File: src/rtl/cc_event_handshake.sv
// cc_event_handshake
// Moves single-cycle event pulses across a toggle handshake:
//   request toggle -> request synchronizer -> destination edge detect ->
//   acknowledge toggle -> acknowledge synchronizer back to the source.
// Both sides currently run on one clock. The handshake structure is kept
// intact so the path can later become a real clock-domain crossing
// without any change to the ports.
//
// Optional build macro: CC_EVENT_PENDING_EN
//   defined   -> a one-deep pending flag holds one event that arrives while busy
//   undefined -> events that arrive while busy are dropped
//
// busy and out are plain XORs of registers, so they are glitch-free and
// have no combinational path from the event input.

module cc_event_handshake #(
  parameter int unsigned SYNC_STAGES = 32'd2
) (
  input  logic clk,
  input  logic rst_n,
  input  logic in,
  output logic busy,
  output logic out
);

  if ((SYNC_STAGES < 32'd2) || (SYNC_STAGES > 32'd4)) begin : g_bad_sync_stages
    $error("cc_event_handshake: SYNC_STAGES must be in 2..4");
  end

  logic                   req_q;
  logic                   req_d;
  logic [SYNC_STAGES-1:0] req_sync_q;
  logic                   ack_q;
  logic [SYNC_STAGES-1:0] ack_sync_q;
  logic                   accept_s;
  logic                   req_last_s;
  logic                   ack_last_s;

  assign req_last_s = req_sync_q[SYNC_STAGES-1];
  assign ack_last_s = ack_sync_q[SYNC_STAGES-1];

  // The source sees the handshake in flight until the ack toggle returns.
  assign busy = req_q ^ ack_last_s;

  // The destination sees a new event while the synced request differs from its ack.
  assign out  = req_last_s ^ ack_q;

`ifdef CC_EVENT_PENDING_EN
  logic pending_q;
  logic pending_d;

  // Accept from the live input or the stored event; remember one event seen while busy
  always_comb begin
    accept_s  = 1'b0;
    pending_d = pending_q;
    if (!busy) begin
      // A live event and a pending event at the same edge merge into one accept.
      accept_s  = in | pending_q;
      pending_d = 1'b0;
    end else begin
      accept_s = 1'b0;
      if (in) begin
        pending_d = 1'b1;
      end else begin
        pending_d = pending_q;
      end
    end
  end

  // Pending event storage
  always_ff @(posedge clk or negedge rst_n) begin
    if (!rst_n) begin
      pending_q <= 1'b0;
    end else begin
      pending_q <= pending_d;
    end
  end
`else
  // Accept only while idle; every idle cycle with in high is its own event
  always_comb begin
    accept_s = 1'b0;
    if (!busy && in) begin
      accept_s = 1'b1;
    end else begin
      accept_s = 1'b0;
    end
  end
`endif

  // Flip the request toggle once per accepted event
  always_comb begin
    req_d = req_q;
    if (accept_s) begin
      req_d = ~req_q;
    end else begin
      req_d = req_q;
    end
  end

  // Handshake registers: request toggle, both synchronizer chains, ack toggle
  always_ff @(posedge clk or negedge rst_n) begin
    if (!rst_n) begin
      req_q      <= 1'b0;
      req_sync_q <= {SYNC_STAGES{1'b0}};
      ack_q      <= 1'b0;
      ack_sync_q <= {SYNC_STAGES{1'b0}};
    end else begin
      req_q      <= req_d;
      req_sync_q <= {req_sync_q[SYNC_STAGES-2:0], req_q};
      // The ack copies the synced request, which closes the out pulse after one cycle.
      ack_q      <= req_last_s;
      ack_sync_q <= {ack_sync_q[SYNC_STAGES-2:0], ack_q};
    end
  end

endmodule

File: config.mk
export PLATFORM = sky130hd
export DESIGN_NAME = cc_event_handshake
export DESIGN_NICKNAME = d
export VERILOG_FILES = /design/src/rtl/cc_event_handshake.sv
export SDC_FILE = /design/constraint.sdc
export NUM_CORES = 1
export LEC_CHECK = 0
export ABC_AREA = 1
export BUFFER_PORTS_ARGS = -buffer_cell sky130_fd_sc_hd__buf_4
export CORE_AREA = 2 2 39 41
export CTS_CLUSTER_DIAMETER = 80
export DETAILED_ROUTE_END_ITERATION = 8
export DIE_AREA = 0 0 41 43
export RECOVER_POWER = 25
export REMOVE_ABC_BUFFERS = 1
export SYNTH_ARGS = -nofsm -noshare
export SYNTH_HDL_FRONTEND = slang
export SYNTH_SLANG_ARGS = --single-unit
File: constraint.sdc
create_clock -name clk -period 1 [get_ports clk]
set_input_delay 0.05 -clock clk [delete_from_list [all_inputs] [get_ports clk]]
set_output_delay 0.05 -clock clk [all_outputs]
set_load 0.01 [all_outputs]
==> qor.yml, run 1 <==
clockBufferDepth: 2
grt_pass1_vias: 135
ir_drop_mv: 0.4568
coreArea_sq_um: 1384
cts.sinks: 6
track_usage: 0.05056
skew_ps: 7.244
firstDrtPassIters: 4
wl_met3_um: 55
seq_area_frac_synth: 0.7407
critPathKind: "flop to output port"
wl_per_cell_um: 7.000
path_clk_slew_ps: 50
power_leakage_uw: 0.0001609
dieArea_sq_um: 1763
final_cell_mix: "nand2_1, dfrtp_1, inv_1, buf_4, clkbuf_4"
maxSlewHeadroom: 0.7865
final_area_sq_um: 289.0
port-buffer-count: 4
drt-met1-wl_um: 133
layout_commonest_cell: "nand2_1"
die_h_um: 43
gp_congestion: 0.6348
drt_iter0_markers: 3
yosysWarnings: 0
hp-class: "input pin to flop"
crit_arrival_ps: 900
cts_resized: 0
finalCriticalPeriod_ps: 946.5
vias: 138
ys_types: 3
status: "completed"
drv_cap: 0
root_buffer: "clkbuf_4"
cts_inserted_buffers: 3
p_per_area_nw_per_um2: 2100
drive_gt1_frac: 0.2414
syn_to_final_growth_pct: 42.59
finalHoldViolCount: 0
antennaDiodeCount: 0
top_layer_used: "met3"
reg2reg_slack_ps: 270
ys_ff_latch: 6
cp_max_fo: 3
cts_max_level: 1
grt_setup_unrepaired: "true"
antenna_left: 0
cp.required_ps: 950
drc: 0
postPlaceCellArea_sq_um: 252.7
wl_met2_um: 126
finalSetupViolations: 0
netlist_area_sq_um: 202.7
wirelength_um: 315
syn_avg_cell_area_sq_um: 10.13
start_kind: "flop"
synthCells: 20
fmax_mhz: 1057
finalNetCount: 34
io_pins: 5
start_util: 0.1465
post-route-util: 0.2089
antenna_found_initial: 0
grt_max_degree: 7
overflow: 0
num_rows: 14
cts_tree: "done"
fp.dieW_um: 41
fin_crit_sh: 0.9465
hpwl_um: 210.2
insertion_delay_ps: 240
maxSlewViolCount: 0
grt_pass1_wl_um: 462
tightest_slew_ps: 320.2
viasPerCell: 3.067
end_kind: "output port"
routing by layer:
layer  global-route usage  vias up
met2              0.05938        7
met5                    0        -
met3              0.09424        0
li1                     -       73
met1              0.03289       58
met4              0.02000        0
Yosys cell counts:
| cell type | instances | share of area |
|---|---|---|
| nand2_1 | 9 | 0.17 |
| dfrtp_1 | 6 | 0.74 |
| inv_1 | 5 | 0.093 |
power breakdown:
group | internal (uW) | switching (uW) | total, uW
Clock | 135 | 83.1 | 219
Sequential | 279 | 19.0 | 298
Combinational | 47.9 | 42.4 | 90.3
through the flow:
stage	hold WS (ps)	cells	power, uW	setup TNS (ps)	setup WS, ps
finish	21.30	45	606.9	0	53.52
global route	26.62	45	648.4	-44.84	-44.84
CTS	15.21	44	613.6	0	33.32
detailed placement	-140.8	40	383.5	0	299.0
global placement	-141.1	40	382.0	0	305.9
floorplan	-245.6	20	338.0	0	390.4
final timing paths:
check,from,endpoint,cells after the start
min,in,req_q$_DFFE_PN0P_,3
max reg2reg,req_q$_DFFE_PN0P_,req_q$_DFFE_PN0P_,3
max in group asynchronous,rst_n,req_q$_DFFE_PN0P_,2
max,ack_q$_DFF_PN0_,out,4
min in group asynchronous,rst_n,ack_sync_q[0]$_DFF_PN0_,2
min reg2reg,req_sync_q[0]$_DFF_PN0_,req_sync_q[1]$_DFF_PN0_,0
critical path, stage by stage (launching register included):
cell	delay, ps
dfrtp_1	390
inv_1	60
nand2_1	40
nand2_1	50
buf_4	110
cell families after synthesis:
logic type,Yosys count,synth area share
buffers and inverters,5,0.09260
DFF,6,0.7407
and+or+nand+nor,9,0.1667
layout make-up:
class / instances / area (sq um)
repair buffers: 6 / 43.79
multi-input cells: 9 / 33.78
fillers: 147 / 1095
well taps: 16 / 20.02
inverters: 5 / 18.77
flip-flops and latches: 6 / 150.1
clock buffers: 3 / 22.52
flip-flops by register name, indices dropped and copies added, names as in the netlist:
register / cells
ack_q: 1
ack_sync_q: 2
req_q: 1
req_sync_q: 2
what timing repair did:
action / in CTS / in global routing
buffers inserted: 0 / 1
hold buffers: 1 / 0
endpoints found under the setup margin: 0 / 2
endpoints found under the hold margin: 6 / 0
(Power assumes the default switching activity.)
==> inputs of run 2 (changes only) <==
--- a/config.mk
+++ b/config.mk
@@ -11,6 +11,7 @@
 export CTS_CLUSTER_DIAMETER = 80
 export DETAILED_ROUTE_END_ITERATION = 8
 export DIE_AREA = 0 0 41 43
+export HOLD_SLACK_MARGIN = 0.03
 export RECOVER_POWER = 25
 export REMOVE_ABC_BUFFERS = 1
 export SYNTH_ARGS = -nofsm -noshare
==> run 2 against run 1 <==
Die area did not move. Sequential share of layout area fell by 1.7 points. Non-clock buffer count rose by 1. Power rose by 0.58%. Clock power barely moved. Largest cell class unchanged. Clock skew barely moved. Critical endpoint unchanged.
==> qor.yml, run 2 (synthesis gave the netlist of run 1 again) <==
tightest_slew_ps: 320.2  # unchanged
gp_congestion: 0.6348  # unchanged
ir_drop_mv: 0.4568  # about the same
finalNetCount: 35  # was 34
fmax_mhz: 1057  # about the same
firstDrtPassIters: 4  # unchanged
drt_iter0_markers: 3  # unchanged
io_pins: 5  # unchanged
cts_max_level: 1  # unchanged
end_kind: "output port"  # unchanged
cp_max_fo: 3  # unchanged
place_inst: 40  # unchanged
drc: 0  # unchanged
status: "completed"  # unchanged
port-buffer-count: 4  # unchanged
cts_inserted_buffers: 3  # unchanged
wirelength_um: 335  # was 315 um
cts_resized: 0  # unchanged
antenna_found_initial: 0  # unchanged
hpwl_um: 210.2  # unchanged
clockBufferDepth: 2  # unchanged
skew_ps: 7.247  # was 7.244 ps
num_rows: 14  # unchanged
critPathKind: "flop to output port"  # unchanged
drive_gt1_frac: 0.2333  # was 0.2414
grt_pass1_vias: 145  # was 135
track_usage: 0.05460  # was 0.05056
holdWs_ps: 206.9  # was 21.30 ps
vias: 142  # was 138
final_cells: 46  # was 45
cts.sinks: 6  # unchanged
finalHoldViolCount: 0  # unchanged
root_buffer: "clkbuf_4"  # unchanged
fin_crit_sh: 0.9465  # about the same
coreArea_sq_um: 1384  # unchanged
layout_commonest_cell: "nand2_1"  # unchanged
p_per_area_nw_per_um2: 2041  # was 2100 nW/um^2
grt_setup_unrepaired: "true"  # unchanged
path_clk_slew_ps: 50  # about the same
maxSlewHeadroom: 0.7865  # unchanged
final_area_sq_um: 299.0  # was 289.0 sq um
fp.dieW_um: 41  # unchanged
fillers: 149  # was 147
dieArea_sq_um: 1763  # unchanged
top_regs: "ack_sync_q x2, req_sync_q x2"  # unchanged
syn_to_final_growth_pct: 47.53  # was 42.59%
hp-class: "input pin to asynchronous set/reset pin"  # was input pin to flop
antennaDiodeCount: 0  # unchanged
cts_tree: "done"  # unchanged
drv_cap: 0  # unchanged
postPlaceCellArea_sq_um: 252.7  # unchanged
grt_pass1_wl_um: 510  # was 462 um
wl_per_cell_um: 7.283  # was 7.000 um
antenna_left: 0  # unchanged
power_leakage_uw: 0.0001650  # was 0.0001609 uW
insertion_delay_ps: 240  # about the same
final_cell_mix: "nand2_1, dfrtp_1, inv_1, buf_4, clkbuf_4"  # unchanged
viasPerCell: 3.087  # was 3.067
finalCriticalPeriod_ps: 946.5  # about the same
post-route-util: 0.2161  # was 0.2089
crit_arrival_ps: 900  # about the same
start_util: 0.1465  # unchanged
die_h_um: 43  # unchanged
start_kind: "flop"  # unchanged
grt_max_degree: 7  # unchanged
overflow: 0  # unchanged
maxSlewViolCount: 0  # unchanged
cp.required_ps: 950  # about the same
finalSetupViolations: 0  # unchanged
==> run 2: changes by cell type in the layout (fill, tap and decap cells not counted) <==
cell           change
dlygate4sd3_1      +1
==> run 2: metrics by stage <==
step           setup WS, ps  setup TNS, ps  power [uW]
6_report              53.49              0       610.4
4_1_cts               33.32              0       616.6
2_1_floorplan         390.4              0       338.0
5_1_grt              -44.84         -44.84       652.3
3_5_place_dp          299.0              0       383.5
3_3_place_gp          305.9              0       382.0
==> run 2: layout make-up <==
class	count	area (sq um)	area share
clock buffer	3	22.52	0.07531
inverter	5	18.77	0.06276
multi-input combinational	9	33.78	0.1130
sequential	6	150.1	0.5021
tap	16	20.02	0.06695
timing repair buffer	7	53.80	0.1799
==> run 2: per-layer routing <==
layer	share of wire	vias to the layer above	track usage	wire length, um
met1	0.41	60	0.03618	136
met5	0	-	0	0
li1	-	75	-	-
met2	0.43	7	0.06875	144
met4	0	0	0.02000	0
met3	0.16	0	0.09424	55
==> run 2: final timing paths <==
check / start / end / slack [ps] / cells past startpoint
setup / recovery: ack_q$_DFF_PN0_ / out / 50 / 4
hold / removal: rst_n / ack_sync_q[0]$_DFF_PN0_ / 210 / 2
setup reg to reg: req_q$_DFFE_PN0P_ / req_q$_DFFE_PN0P_ / 270 / 3
hold reg to reg: req_sync_q[0]$_DFF_PN0_ / req_sync_q[1]$_DFF_PN0_ / 330 / 0
max in group asynchronous: rst_n / req_q$_DFFE_PN0P_ / 550 / 2
min in group clk: req_sync_q[0]$_DFF_PN0_ / req_sync_q[1]$_DFF_PN0_ / 330 / 0
==> run 2: repair_timing <==
item | 4_1_cts | 5_1_grt
buffers inserted | 0 | 1
hold buffers | 2 | 0
endpoints found under the setup margin | 0 | 2
endpoints found under the hold margin | 7 | 0
==> run 2: power by group <==
group	switching [uW]	internal [uW]	leakage [uW]	total (uW)
logic	43.3	50.4	0.0000794	93.8
clock network	83.1	135	0.0000138	219
registers	19.0	279	0.0000718	298
total	145	465	0.000165	610
==> run 2: critical path, cell delays in order (launching register included) <==
cell and delay (ps):
dfrtp_1 390, inv_1 60, nand2_1 40, nand2_1 50, buf_4 110
